File: config.mk
export PLATFORM = sky130hd
export DESIGN_NAME = mac_tx
export DESIGN_NICKNAME = d
export VERILOG_FILES = /design/src/rtl/mac_tx_pkg.sv /design/src/rtl/crc32_d8.sv /design/src/rtl/mac_tx.sv
export SDC_FILE = /design/constraint.sdc
export NUM_CORES = 1
export LEC_CHECK = 0
export CORE_MARGIN = 3
export CORE_UTILIZATION = 30
export DETAILED_ROUTE_END_ITERATION = 10
export MAX_ROUTING_LAYER = met4
export SLEW_MARGIN = 25
export SYNTH_ARGS = -nofsm -noshare
export SYNTH_HDL_FRONTEND = slang
export SYNTH_HIERARCHICAL = 1
export SYNTH_SLANG_ARGS = --single-unit
File: constraint.sdc
create_clock -name i_clk -period 4.6 [get_ports i_clk]
set_input_delay 0.92 -clock i_clk [delete_from_list [all_inputs] [get_ports i_clk]]
set_output_delay 0.92 -clock i_clk [all_outputs]
set_load 0.01 [all_outputs]
File: src/rtl/mac_tx_pkg.sv
// Shared constants, state encoding and the byte-wide CRC-32 step for the MAC transmit path.
package mac_tx_pkg;

    localparam logic [7:0]  C_PREAMBLE    = 8'h55;
    localparam logic [7:0]  C_SFD         = 8'hD5;
    localparam int          C_MIN_PAYLOAD = 46;
    localparam logic [31:0] C_CRC_POLY    = 32'hEDB88320;
    localparam logic [31:0] C_CRC_INIT    = 32'hFFFFFFFF;
    localparam logic [15:0] C_ETH_IPV4    = 16'h0800;
    localparam logic [15:0] C_ETH_ARP     = 16'h0806;

    typedef enum logic [2:0] {
        S_IDLE, S_PRE, S_HDR, S_PAY, S_PAD, S_FCS, S_IFG
    } state_t;

    // One reflected CRC-32 byte step, LSB of the data byte enters first.
    function automatic logic [31:0] crc32_byte(input logic [31:0] crc, input logic [7:0] data);
        logic [31:0] c;
        c = crc ^ {24'h0, data};
        for (int i = 0; i < 8; i++)
            c = c[0] ? ((c >> 1) ^ C_CRC_POLY) : (c >> 1);
        return c;
    endfunction

endpackage

File: src/rtl/crc32_d8.sv
// Byte-wide reflected CRC-32 register; clr has priority over en. Output is the raw
// running remainder, the caller inverts it to form the FCS.
module crc32_d8
    import mac_tx_pkg::*;
(
    input  logic        clk,
    input  logic        rst_n,
    input  logic        clr,
    input  logic        en,
    input  logic [7:0]  data,
    output logic [31:0] crc
);

    always_ff @(posedge clk or negedge rst_n) begin
        if (!rst_n)
            crc <= C_CRC_INIT;
        else if (clr)
            crc <= C_CRC_INIT;
        else if (en)
            crc <= crc32_byte(crc, data);
    end

endmodule

File: src/rtl/mac_tx.sv
// Ethernet transmit framer: buffers payload while preamble and header go out, then
// emits payload, zero pad, FCS and the inter-frame gap on a GMII-style byte stream.
module mac_tx
    import mac_tx_pkg::*;
#(
    parameter logic [47:0] P_SOURCE_MAC = 48'h00_0A_35_01_FE_C0,
    parameter int          P_IFG        = 12,
    parameter int          P_FIFO_DEPTH = 32
) (
    input  logic        i_clk,
    input  logic        i_rst,
    input  logic [47:0] i_target_mac,
    input  logic        i_target_valid,
    input  logic [47:0] i_source_mac,
    input  logic        i_source_valid,
    input  logic [15:0] i_send_type,
    input  logic [15:0] i_send_len,
    input  logic [7:0]  i_send_data,
    input  logic        i_send_last,
    input  logic        i_send_valid,
    output logic        o_send_ready,
    output logic [7:0]  o_gmii_data,
    output logic        o_gmii_valid,
    output logic        o_len_err,
    output logic        o_drop
);

    localparam int AW = $clog2(P_FIFO_DEPTH);

    state_t        state;
    logic [47:0]   target_mac, source_mac;
    logic [111:0]  hdr_sr;
    logic [15:0]   cnt, len_q;
    logic [10:0]   pay_cnt, pay_nxt;
    logic          frame_open, discard;
    logic [8:0]    mem [P_FIFO_DEPTH];
    logic [AW:0]   wr_ptr, rd_ptr;
    logic [8:0]    rd_entry;
    logic          fifo_empty, fifo_full, start, underrun, pop, wr_req, wr_en;
    logic [31:0]   crc, fcs;
    logic          crc_en;
    logic [7:0]    crc_byte;

    assign fifo_empty   = (wr_ptr == rd_ptr);
    assign fifo_full    = (wr_ptr[AW] != rd_ptr[AW]) && (wr_ptr[AW-1:0] == rd_ptr[AW-1:0]);
    // frame_open also gates ready so beats discarded after an underrun never open a frame
    assign o_send_ready = (state == S_IDLE) && fifo_empty && !frame_open;
    assign start        = i_send_valid && o_send_ready;
    assign underrun     = (state == S_PAY) && fifo_empty;
    assign pop          = (state == S_PAY) && !fifo_empty;
    assign wr_req       = i_send_valid && (start || (frame_open && !discard && !underrun));
    assign wr_en        = wr_req && !fifo_full;
    assign rd_entry     = mem[rd_ptr[AW-1:0]];
    assign pay_nxt      = (pay_cnt == 11'h7FF) ? pay_cnt : pay_cnt + 11'd1;
    assign fcs          = ~crc;

    always_ff @(posedge i_clk or negedge i_rst) begin
        if (!i_rst) begin
            target_mac <= 48'hFF_FF_FF_FF_FF_FF;
            source_mac <= P_SOURCE_MAC;
        end else begin
            if (i_target_valid) target_mac <= i_target_mac;
            if (i_source_valid) source_mac <= i_source_mac;
        end
    end

    always_ff @(posedge i_clk) begin
        if (wr_en) mem[wr_ptr[AW-1:0]] <= {i_send_last, i_send_data};
    end

    always_ff @(posedge i_clk or negedge i_rst) begin
        if (!i_rst) begin
            wr_ptr <= '0;
            rd_ptr <= '0;
        end else begin
            if (wr_en) wr_ptr <= wr_ptr + (AW+1)'(1);
            if (pop)   rd_ptr <= rd_ptr + (AW+1)'(1);
        end
    end

    // Upstream-side frame tracking, independent of how far the wire side has got.
    always_ff @(posedge i_clk or negedge i_rst) begin
        if (!i_rst) begin
            frame_open <= 1'b0;
            discard    <= 1'b0;
        end else if (start) begin
            frame_open <= !i_send_last;
            discard    <= 1'b0;
        end else if (i_send_valid && frame_open && i_send_last) begin
            frame_open <= 1'b0;
            discard    <= 1'b0;
        end else if (underrun && frame_open) begin
            discard    <= 1'b1;
        end
    end

    always_comb begin
        crc_byte = 8'h00;
        crc_en   = 1'b0;
        case (state)
            S_HDR: begin crc_byte = hdr_sr[111:104]; crc_en = 1'b1; end
            S_PAY: begin crc_byte = rd_entry[7:0];   crc_en = !fifo_empty; end
            S_PAD: crc_en = 1'b1;
            default: ;
        endcase
    end

    crc32_d8 u_crc (
        .clk   (i_clk),
        .rst_n (i_rst),
        .clr   (start),
        .en    (crc_en),
        .data  (crc_byte),
        .crc   (crc)
    );

    always_ff @(posedge i_clk or negedge i_rst) begin
        if (!i_rst) begin
            state        <= S_IDLE;
            cnt          <= '0;
            len_q        <= '0;
            pay_cnt      <= '0;
            hdr_sr       <= '0;
            o_gmii_data  <= '0;
            o_gmii_valid <= 1'b0;
            o_len_err    <= 1'b0;
            o_drop       <= 1'b0;
        end else begin
            o_len_err <= 1'b0;
            o_drop    <= (i_send_valid && !start && !frame_open) || (wr_req && fifo_full);
            case (state)
                S_IDLE: begin
                    o_gmii_valid <= 1'b0;
                    o_gmii_data  <= 8'h00;
                    if (start) begin
                        state        <= S_PRE;
                        cnt          <= 16'd1;
                        len_q        <= i_send_len;
                        pay_cnt      <= '0;
                        hdr_sr       <= {target_mac, source_mac, i_send_type};
                        o_gmii_valid <= 1'b1;
                        o_gmii_data  <= C_PREAMBLE;
                    end
                end
                S_PRE: begin
                    o_gmii_data <= (cnt == 16'd7) ? C_SFD : C_PREAMBLE;
                    cnt         <= (cnt == 16'd7) ? 16'd0 : cnt + 16'd1;
                    if (cnt == 16'd7) state <= S_HDR;
                end
                S_HDR: begin
                    o_gmii_data <= hdr_sr[111:104];
                    hdr_sr      <= {hdr_sr[103:0], 8'h00};
                    cnt         <= (cnt == 16'd13) ? 16'd0 : cnt + 16'd1;
                    if (cnt == 16'd13) state <= S_PAY;
                end
                S_PAY: begin
                    if (fifo_empty) begin
                        // underrun: abandon the frame without an FCS
                        o_gmii_valid <= 1'b0;
                        o_gmii_data  <= 8'h00;
                        o_len_err    <= 1'b1;
                        cnt          <= '0;
                        state        <= S_IFG;
                    end else begin
                        o_gmii_data <= rd_entry[7:0];
                        pay_cnt     <= pay_nxt;
                        if (rd_entry[8]) begin
                            o_len_err <= ({5'd0, pay_nxt} != len_q);
                            cnt       <= '0;
                            state     <= (pay_nxt < 11'(C_MIN_PAYLOAD)) ? S_PAD : S_FCS;
                        end
                    end
                end
                S_PAD: begin
                    o_gmii_data <= 8'h00;
                    pay_cnt     <= pay_nxt;
                    if (pay_nxt >= 11'(C_MIN_PAYLOAD)) state <= S_FCS;
                end
                S_FCS: begin
                    o_gmii_data <= fcs[{cnt[1:0], 3'b000} +: 8];
                    cnt         <= (cnt == 16'd3) ? 16'd0 : cnt + 16'd1;
                    if (cnt == 16'd3) state <= S_IFG;
                end
                S_IFG: begin
                    o_gmii_valid <= 1'b0;
                    o_gmii_data  <= 8'h00;
                    cnt          <= cnt + 16'd1;
                    if (cnt == 16'(P_IFG - 1)) state <= S_IDLE;
                end
                default: state <= S_IDLE;
            endcase
        end
    end

endmodule

==> out/summary.txt <==
status - complete, no violations
filler instances - 8062
Final nets - 2151
Peak VDD IR - 0.287 mV
hold_buf cts - 0
Startpoint Class - flip-flop
Ports - 154
initial antenna violation count - 2
ANT nets after route - 0
Yosys cell types - 71
global route overflow - 0
Worst Path Required - 5.14 ns
Primary FF master, synth - edfxtp_1
Crit path max-delay family - multiplexers
Initial Util - 0.306
total clock sinks - 599
fin area - 31600 sq um
Syn. warnings - 6
Cell Area, Synth - 26300 sq um
Final Slew Violations - 0
most frequent cells in the layout - edfxtp_1, dfrtp_1, nand2_1, clkdlybuf4s50_1, o21ai_0
WL per Instance - 19.8 um
final wirelength - 63200 um
multi-input logic area - 9240 sq um
Reg clk slew, reported paths - 0.06 ns
TritonCTS Buffers - 67
vias in the first global route - 16200
vias - 15700
worst hold path type - primary input to asynchronous set/reset pin
cts repair resizes - 0
worst slew pin tran - 1.03 ns
CTS Buffer Depth - 3
die height - 302 um
final setup violating endpoints - 0
Initial DRT Pass Iterations - 5
Worst setup EP type - flip-flop
TritonCTS clock tree - done
worst-path maximum fanout - 23
die area - 91300 sq um
worst stage delay on the critical path - 0.73 ns
sequential fraction of the synthesis area - 0.629
FMAX - 236 MHz
critical-path cell list - buf_12 -> mux4_2 -> mux4_2 -> mux2i_1 -> o21ai_0 -> xnor2_2 -> xnor2_1 -> xor3_2 -> xnor2_1 -> a21oi_1
layout cell share with drive strength beyond 1 - 0.253
Placement Cell Area - 29400 sq um
I/O Buffers - 153
setup bufs post-CTS - 0
main area contributors after synthesis - edfxtp_1, dfrtp_1, dfstp_2
Area growth syn-to-layout - 20.3%
Final GP Congestion - 0.854
Setup Skew - 0.0226 ns
Initial DRC Count - 1275
DRC viols - 0
LEAKAGE - 10.8 nW
gr usage total - 0.140
most common library cell in the layout ignoring fill and taps - edfxtp_1
Worst Setup Path Type - flip-flop to flip-flop
DP Wirelength - 41300 um
CP max-delay cell - dfrtp_4
Power Density - 368 nW/um^2
max_slew headroom - 0.308
FP Rows - 107
Syn Area/Cell - 14.4 sq um
Synth async-reset ratio - 0.519
EDFF count, synth - 288
htree depth - 3
RSZ-0062 raised after global routing - no
Cells after Synth - 1829
post-synth top area share - 0.329
fin crit share - 0.922
cell accounting for the most synthesized area - edfxtp_1
Die X - 302 um
Period minus WS final - 4.24 ns
Critical Path AT - 4.78 ns
Register Area - 16600 sq um
largest net degree at the start of global routing - 119
hold violation total from the final report - 0
later-pin clock latency in the skew report - 0.61 ns
Core Footprint - 86100 sq um
first-pass GRT wire length - 97000 um
via/cell ratio - 4.91
Sum Neg Setup Slack - 0 ns
hold slack - 0.370 ns
root buffer cell - clkbuf_16
max-cap viol count - 0
fin util - 0.368
CP bufs+invs - 1
post-synthesis net count - 1979
Seq cells post-synth - 599
per-layer routing:
metal / GRT usage / routed length, um / up-vias
met4: 0.0360 / 1240 / 0
li1: - / - / 7132
met1: 0.191 / 29300 / 8046
met2: 0.218 / 29500 / 457
met3: 0.0238 / 3230 / 90
met5: - / 0 / -
through the flow:
stage	power (mW)	std cells	worst slack, ns
6_report	11.6	3200	0.358
5_1_grt	12.0	3200	0.0540
4_1_cts	11.8	3198	0.299
3_5_place_dp	6.25	3076	0.326
3_3_place_gp	6.24	3076	0.413
2_1_floorplan	5.99	1829	0.739
synth_stat cells, drive strengths merged, types with 9 or more instances:
cell,count
mux4,92
inv,9
nand2,167
a211o,13
nor2,93
clkbuf,70
nor3,20
o21ai,141
a21oi,53
mux2i,131
or2,17
dfstp,96
edfxtp,288
xnor2,71
dfrtp,215
and3,15
buf,43
nand3,27
xor2,31
nor4,9
mux2,115
report_power, final:
group	total [mW]	leakage (nW)	switching (mW)	internal, mW
Sequential	5.80	5.91	0.0438	5.75
Clock	5.50	1.12	2.21	3.29
Combinational	0.343	3.83	0.156	0.187
final timing paths:
kind	start	to	slack, ns	depth (start not counted)
min in group i_clk	hdr_sr[19]	hdr_sr[27]	0.47	2
max in group asynchronous	i_rst	source_mac[15]	3.10	2
setup / recovery	rd_ptr[0]	u_crc/crc[24]	0.36	10
hold reg to reg	hdr_sr[19]	hdr_sr[27]	0.47	2
hold / removal	i_rst	hdr_sr[90]	0.37	1
setup reg to reg	rd_ptr[0]	u_crc/crc[24]	0.36	10
worst reg2reg max path, stage by stage, from the launching register on:
cell,delay (ns)
dfrtp_4,0.73
buf_12,0.30
mux4_2,0.54
mux4_2,0.50
mux2i_1,0.40
o21ai_0,0.23
xnor2_2,0.27
xnor2_1,0.53
xor3_2,0.38
xnor2_1,0.14
a21oi_1,0.17
registers in the layout, summed over array words and instances (netlist names), 6 cells and up:
| signal | count |
|---|---|
| mem | 288 |
| hdr_sr | 112 |
| len_q | 16 |
| target_mac | 48 |
| source_mac | 48 |
| cnt | 16 |
| pay_cnt | 11 |
| o_gmii_data | 8 |
| wr_ptr | 6 |
| rd_ptr | 6 |
| u_crc/crc | 32 |
area by class of cell:
type / count / area share
clock inverters: 32 / 0.0136
inverters: 10 / 0.00119
diodes: 2 / 0.000158
flip-flops and latches: 599 / 0.523
repair buffers: 216 / 0.0656
multi-input cells: 1107 / 0.292
well taps: 1144 / 0.0452
clock buffers: 90 / 0.0589
cell families (layout without fill, tap and decap cells):
group,after synthesis,after routing,synth area share
DFF,599,599,0.629
and+or+nand+nor,394,394,0.0686
muxes,338,338,0.178
AOI/OAI and AO/OA,263,263,0.0591
buffers and inverters,123,348,0.0207
xor gates and xnor gates,104,104,0.0410
adders and majority gates,8,8,0.00380
other,0,2,0
No activity file was read; power rests on OpenSTA's default activity.
